## src/rtl/fifo_wr_arb.sv

```systemverilog
// rtl/fifo_wr_arb.sv - round-robin arbiter sharing the fifo_ctrl write port; optional WR_ARB_PRIO_EN gives requester 0 priority
module fifo_wr_arb #(
    parameter int DSIZE = 8,
    parameter int NREQ  = 4,
    parameter int BURST = 4
) (
    input  logic                  wr_clk,
    input  logic                  wr_rst,
    input  logic [NREQ-1:0]       req,
    input  logic [NREQ*DSIZE-1:0] req_data,
    input  logic                  wr_full,
    output logic [NREQ-1:0]       gnt,
    output logic [NREQ-1:0]       ack,
    output logic [DSIZE-1:0]      wr_data,
    output logic                  wr_inc,
    output logic                  busy
);

    localparam int PW = (NREQ > 1) ? $clog2(NREQ) : 1;
    localparam int CW = $clog2(BURST + 1);

    typedef enum logic {IDLE, GRANT} state_t;

    state_t          state_q, state_d;
    logic [PW-1:0]   owner_q, owner_d;
    logic [PW-1:0]   rr_ptr_q, rr_ptr_d;
    logic [CW-1:0]   cnt_q, cnt_d;

    logic            owner_req;
    logic            rr_found;
    int              rr_idx;
    logic [PW-1:0]   rr_pick;
    logic [PW-1:0]   next_ptr;
    logic [PW-1:0]   release_ptr;

    // Owner's request line; owner_q never exceeds NREQ-1.
    always_comb begin
        owner_req = req[owner_q];
    end

    // Pick the first requester scanning from rr_ptr upward with wrap.
    always_comb begin
        rr_pick  = rr_ptr_q;
        rr_found = 1'b0;
        rr_idx   = 0;
        for (int k = 0; k < NREQ; k++) begin
            rr_idx = int'(rr_ptr_q) + k;
            if (rr_idx >= NREQ) begin
                rr_idx = rr_idx - NREQ;
            end
            if (!rr_found && req[rr_idx]) begin
                rr_pick  = PW'(rr_idx);
                rr_found = 1'b1;
            end
        end
`ifdef WR_ARB_PRIO_EN
        // Requester 0 wins every arbitration it takes part in.
        if (req[0]) begin
            rr_pick = '0;
        end
`endif
    end

    // Pointer to hand out after the current owner lets go.
    always_comb begin
        next_ptr = (owner_q == PW'(NREQ - 1)) ? '0 : owner_q + 1'b1;
`ifdef WR_ARB_PRIO_EN
        // Owner 0 is a priority winner, so it does not advance the rotation.
        release_ptr = (owner_q == '0) ? rr_ptr_q : next_ptr;
`else
        release_ptr = next_ptr;
`endif
    end

    // State register with asynchronous reset.
    always_ff @(posedge wr_clk or posedge wr_rst) begin
        if (wr_rst) begin
            state_q  <= IDLE;
            owner_q  <= '0;
            rr_ptr_q <= '0;
            cnt_q    <= '0;
        end else begin
            state_q  <= state_d;
            owner_q  <= owner_d;
            rr_ptr_q <= rr_ptr_d;
            cnt_q    <= cnt_d;
        end
    end

    // Next-state: arbitrate in IDLE, count words and release in GRANT.
    always_comb begin
        state_d  = state_q;
        owner_d  = owner_q;
        rr_ptr_d = rr_ptr_q;
        cnt_d    = cnt_q;
        case (state_q)
            IDLE: begin
                if (|req) begin
                    owner_d = rr_pick;
                    cnt_d   = '0;
                    state_d = GRANT;
                end
            end
            GRANT: begin
                if (!owner_req) begin
                    // Early release: no write this cycle.
                    state_d  = IDLE;
                    rr_ptr_d = release_ptr;
                end else if (!wr_full) begin
                    if (cnt_q == CW'(BURST - 1)) begin
                        state_d  = IDLE;
                        rr_ptr_d = release_ptr;
                    end else begin
                        cnt_d = cnt_q + 1'b1;
                    end
                end
                // wr_full with req held: stall, owner and cnt unchanged.
            end
            default: begin
                state_d = IDLE;
            end
        endcase
    end

    // Outputs: all zero outside GRANT, owner's slot gated by wr_full inside.
    always_comb begin
        gnt     = '0;
        ack     = '0;
        wr_data = '0;
        wr_inc  = 1'b0;
        busy    = 1'b0;
        if (state_q == GRANT) begin
            busy         = 1'b1;
            gnt[owner_q] = 1'b1;
            wr_inc       = owner_req & ~wr_full;
            ack          = gnt & {NREQ{wr_inc}};
            wr_data      = req_data[owner_q*DSIZE +: DSIZE];
        end
    end

endmodule

```

## config.mk

```make
export PLATFORM = sky130hd
export DESIGN_NAME = fifo_wr_arb
export DESIGN_NICKNAME = d
export VERILOG_FILES = /design/src/rtl/fifo_wr_arb.sv
export SDC_FILE = /design/constraint.sdc
export NUM_CORES = 1
export LEC_CHECK = 0
export BUFFER_PORTS_ARGS = -buffer_cell sky130_fd_sc_hd__buf_2
export CELL_PAD_IN_SITES_DETAIL_PLACEMENT = 1
export CELL_PAD_IN_SITES_GLOBAL_PLACEMENT = 2
export CORE_MARGIN = 5
export CORE_UTILIZATION = 20
export DETAILED_ROUTE_END_ITERATION = 12
export PLACE_DENSITY_LB_ADDON = 0.05
export SLEW_MARGIN = 5
export SYNTH_ARGS = -nofsm -noshare
export SYNTH_HDL_FRONTEND = slang
export SYNTH_SLANG_ARGS = --single-unit
```

## constraint.sdc

```tcl
create_clock -name wr_clk -period 2 [get_ports wr_clk]
set_clock_uncertainty 0.15 [all_clocks]
set_input_delay 0 -clock wr_clk [delete_from_list [all_inputs] [get_ports wr_clk]]
set_output_delay 0 -clock wr_clk [all_outputs]
set_load 0.02 [all_outputs]
```

Word-level counts from Yosys, hierarchy flattened

Index checks and enable logic that the tools add are counted.

Add/subtract/negate cells: 9
Order comparisons: 10
Multiplexer cells: 46
Reduce and logical (&&, ||, !) cells: 11
Equality and inequality tests: 8
Bitwise gates (word level): 4
Shifts and indexed selects: 1

Operator list:

| cell                                                                                 | number |
|---|---|
| 32-bit by 4-bit < comparator with 1-bit output (second input constant)               | 4 |
| 32-bit two-way mux                                                                   | 4 |
| 32-bit by 6-bit indexed part select with 8-bit output                                | 1 |
| 1-bit two-way mux                                                                    | 19 |
| 2-bit two-way mux                                                                    | 8 |
| 3-bit two-way mux                                                                    | 4 |
| 3-bit by 3-bit subtractor with 4-bit output (second input constant)                  | 3 |
| 1-bit binary-select mux with 2-bit select                                            | 5 |
| 3-bit greater-or-equal comparator (second input constant)                            | 3 |
| 4-bit two-way mux                                                                    | 2 |
| 8-bit two-way mux                                                                    | 1 |
| 2-bit != test (second input constant)                                                | 4 |
| 2-bit by 2-bit adder with 3-bit output (second input constant)                       | 2 |
| 3-bit one-hot mux with 2 select lines                                                | 1 |
| 4-bit bitwise AND                                                                    | 1 |
| 1-bit logical AND                                                                    | 4 |
| 2-bit by 1-bit != test with 1-bit output (second input constant)                     | 2 |
| 4-bit AND reduction                                                                  | 1 |
| 4-bit OR reduction                                                                   | 1 |
| 2-bit by 3-bit subtractor with 4-bit output (second input constant)                  | 1 |
| 2-bit by 1-bit adder with 3-bit output (second input constant)                       | 1 |
| 3-bit by 1-bit adder with 3-bit output (second input constant)                       | 1 |
| 3-bit by 2-bit == test with 1-bit output (second input constant)                     | 1 |
| 2-bit by 3-bit greater-or-equal comparator with 1-bit output (second input constant) | 1 |
| other kinds (11)                                                                     | 14 |

Output and inout bits: 18
Flip-flop bits (word level): 8

Depth between registers and ports, before layout

Depth in word-level cells: 15
Depth in mapped cells: 6
Gate-level depth less buffers: 6

Worst setup path after synthesis

OpenSTA, ideal clock, no wires.

Kind: register -> register
Start: register cnt_q[0]
End: register rr_ptr_q[0]
Setup slack: 40 ps
Path buffers: 0
Data arrival time: 1685 ps
Library setup time: 125 ps
Stages on the path, launching flop included: 6
Cells stage by stage: dfrtp_1 ha_1 ha_1 nor2b_1 o311ai_0 mux2_2

Longest elaborated chain between the ends: 3

Ends and longest elaborated chain:

| what                                                      | RTL line | RTL |
|---|---|---|
| start, declared                                           | 27       | `logic [CW-1:0] cnt_q, cnt_d;` |
| start signal, assigned                                    | 86       | `cnt_q <= cnt_d;` |
| 3-bit by 2-bit == test with 1-bit output                  | 110      | `if (cnt_q == CW'(BURST - 1)) begin` |
| 2-bit by 1-bit != test with 1-bit output (no source line) | n/a      |  |
| 3-bit AND reduction (no source line)                      | n/a      |  |
| end signal, assigned                                      | 85       | `rr_ptr_q <= rr_ptr_d;` |
| end, declared                                             | 26       | `logic [PW-1:0] rr_ptr_q, rr_ptr_d;` |

No other way between the ends.
A chain may end at the register's enable or synchronous reset.

Worst setup path in the final report

Ends and elaborated chain as after synthesis.

==> flow_summary.yaml <==
outcome:
  run_status: "complete, no violations"
pwr:
  pwr_density_cell_mw_per_mm2: 1340
  pwr-share-seq_pct: 18.1
  power.leakage_nw: 0.663
  ir_worst_vdd_mv: 0.701
  power_switching_share_pct: 45.4
  share_clk_of_total_power_pct: 10.6
  internal-power_mw: 0.966
  p_switching_mw: 0.803
  combinationalPowerShare_pct: 71.3
timing:
  max_clock_freq_ghz: 0.517
  slew_violations: 0
  worst-slew-pin-transition_ns: 0.367
  fin_worst_hold_slack_ns: 0.0198
  grt_setup_unrepaired: "false"
  relSlewSlack_pct: 74.9
  setup_ws_final_ns: 0.0647
  finalWorstPathRequiredPeriod_ns: 1.94
  final_setup_violation_count: 0
  final_min_period_over_clock_period_pct: 96.8
  finalHoldViolCount: 0
worst_setup_path:
  startpoint_type: "flip-flop"
  worstReg2RegStart: "cnt_q[0]$_DFFE_PP0P_"
  endpoint_type_of_the_worst_setup_path: "flip-flop"
  setup.worst_path.start: "cnt_q[0]$_DFFE_PP0P_"
  worstSetupPathType: "reg -> reg"
  reg2reg_to: "rr_ptr_q[0]$_DFFE_PP0P_"
  worst_r2r_path_depth: 7
  cp_data_required_time_ns: 1.95
  worst_path_max_fanout: 3
  cp_data_arrival_time_ns: 1.89
  regToRegSetupSlack_ns: 0.06
die:
  std_cell_rows: 23
  io_pins: 57
  die_area_sq_mm: 0.00573
  die_h_microns: 75.7
  die_w_microns: 75.7
  floorplan.core_area_sq_mm: 0.00409
  starting_density_of_the_core_pct: 21.1
placed_design:
  place_congestion: 0.729
  detailedPlacementHpwl_microns: 2750
  detailedPlace.worstSlack_ns: -0.0616
  placed_cell_area_sq_mm: 0.00123
  portBuffers: 56
  numPlacedInstances: 196
cts:
  postCtsSetupRepairBufs: 0
  ctsLongestPathBuffers: 2
  cts_num_sinks: 8
  clock_transition_at_the_registers_of_the_reported_paths_ns: 0.04
  clk_latency_ns: 0.22
  numCtsBuffers: 3
  clock-root-buffer: "clkbuf_8"
  cts_tree: "built"
  maximum_level_of_the_cts_h_tree: 1
drt:
  detailedRoute.firstPassIterationCount: 2
  routed_via_density: 4.58
  via_count: 915
  mean_routed_wirelength_per_cell_microns: 15.9
  post-route-drc-count: 0
  final_antenna_net_count: 0
  first_iter_violations: 22
  routed_wirelength_microns: 3180
synthesis:
  synth-edff-count: 0
  post-synth-top-area-cell: "dfrtp_1"
  netlist_top_cells_area: "dfrtp_1 (23%), mux4_2 (21%), and2_1 (12%)"
  ys_ff_latch: 8
  ys_types: 24
  dominantRegCellSynth: "dfrtp_1"
  synthArstFlopShare_pct: 100
  synth_top_area_share_pct: 23.2
  post_synth.cell_area_avg_sq_um: 9.81
  postSynthCellCount: 88
  area_of_the_mapped_netlist_sq_um: 863
  syn_nets: 133
  yosys_warning_total: 0
  seq_area_frac_synth_pct: 23.2
layout:
  fin_cells: 200
  multi_input_area_sq_um: 654
  synthToLayoutAreaGrowth_pct: 52.5
  drive_gt1_share_pct: 55.3
  fillerInstances: 501
  count_of_nets_after_finishing: 197
  antennaDiodeCount: 0
  sequential_cell_area_sq_um: 200
  final_core_utilization_pct: 32.2
  fin_area_sq_mm: 0.00132
grt:
  grt_pass1_vias: 976
  grt_first_pass_wirelength_microns: 5000
  track_usage_pct: 11.4
  total_grt_overflow: 0
  number_of_antenna_violations_at_the_first_check_in_global_routing: 0
  grt_max_degree: 14
worst_hold_path:
  worstHoldEndpoint: "owner_q[0]$_DFFE_PP0P_"
  worst_hold_startpoint: "req[1]"
  timing.hold.worst_path_depth: 3
  hold_path.class: "in -> reg"
run:
  max_capacitance_violation_count: 0
-- layout by cell type (no fill, tap or decap) --
| master | instances |
|---|---|
| o31ai_1 | 1 |
| nand2_1 | 4 |
| buf_2 | 56 |
| nor2b_2 | 1 |
| dfrtp_1 | 8 |
| dlygate4sd3_1 | 1 |
| buf_4 | 6 |
| o21a_1 | 1 |
| clkbuf_8 | 3 |
| a21oi_1 | 3 |
| ha_1 | 4 |
| nor3_1 | 1 |
| nor2b_1 | 3 |
| o22ai_1 | 1 |
| nand3b_1 | 1 |
| mux2i_1 | 4 |
| inv_1 | 6 |
| nand2b_1 | 1 |
| ha_2 | 2 |
| o311ai_2 | 1 |
| mux2_2 | 4 |
| nor2_1 | 3 |
| or3_1 | 1 |
| o21ai_0 | 5 |
| mux2i_4 | 1 |
| a2111oi_0 | 1 |
| nor2_2 | 1 |
| mux4_2 | 8 |
| and2_1 | 16 |
| a21o_1 | 2 |
-- metal layers --
metal	GRT usage (%)	wire, microns	vias to the layer above
met5	0	0	-
met2	20.3	1510	33
met3	1.58	258	2
li1	-	-	440
met1	15.1	1410	440
met4	1.17	10	0
-- worst max-delay path, stage by stage (launching register included) --
cell	delay, ns
dfrtp_1	0.38
ha_2	0.18
ha_2	0.16
nor2b_2	0.16
nand3b_1	0.19
o311ai_2	0.11
buf_4	0.16
mux2_2	0.32
-- power groups by stage --
stage / combinational (mW) / clock (mW) / sequential [mW]
2_1_floorplan: 0.805 / 0 / 0.315
5_1_grt: 1.39 / 0.205 / 0.329
3_3_place_gp: 1.22 / 0 / 0.310
6_report: 1.26 / 0.188 / 0.320
3_5_place_dp: 1.24 / 0 / 0.316
4_1_cts: 1.26 / 0.195 / 0.314
-- worst max path at each step --
stage | depth (start not counted) | slack [ns] | end
6_report | 7 | 0.06 | rr_ptr_q[0]$_DFFE_PP0P_
5_1_grt | 7 | 0.02 | rr_ptr_q[1]$_DFFE_PP0P_
4_1_cts | 6 | 0.007 | rr_ptr_q[0]$_DFFE_PP0P_
3_5_place_dp | 6 | -0.06 | rr_ptr_q[0]$_DFFE_PP0P_
3_3_place_gp | 6 | 0.03 | rr_ptr_q[0]$_DFFE_PP0P_
2_1_floorplan | 5 | 0.04 | rr_ptr_q[0]$_DFFE_PP0P_
-- synthesized netlist by cell type, types with 2 or more instances --
cell	instances
nor2_1	4
ha_1	6
nor2b_1	4
nand2_1	4
dfrtp_1	8
inv_1	6
mux2i_1	5
a21oi_1	3
clkbuf_1	3
mux2_2	4
and2_1	16
mux4_2	8
a21o_1	2
o21ai_0	5
-- area by class of cell --
type / instances / area share, %
multi-input combinational: 70 / 49.7
timing repair buffer: 63 / 25.5
sequential: 8 / 15.2
tap: 50 / 4.75
clock buffer: 3 / 3.14
inverter: 6 / 1.71
-- what timing repair did --
item	in CTS	in global routing
hold endpoints to repair	8	0
pin swaps	0	1
resized for setup	3	5
hold buffers	1	0
endpoints found under the setup margin	6	6
-- per-stage QoR --
step,TNS [ns],power [mW]
floorplan,0,1.12
global placement,0,1.53
detailed placement,-0.119,1.56
CTS,0,1.77
global route,0,1.93
finish,0,1.77
-- sequential cells by signal, summed over array words and instances (netlist names) --
name and cells:
state_q 1, cnt_q 3, owner_q 2, rr_ptr_q 2
-- cells by family (layout without fill, tap and decap cells) --
logic type	count (synthesis)	after routing	share of synthesized area, %
mux	17	17	31.9
buf+inv	10	72	4.49
flops	8	8	23.2
simple gates	32	32	20.9
fa+ha+maj	6	6	8.70
compound gates	15	15	10.9
Power figures use the tool's default switching activity.
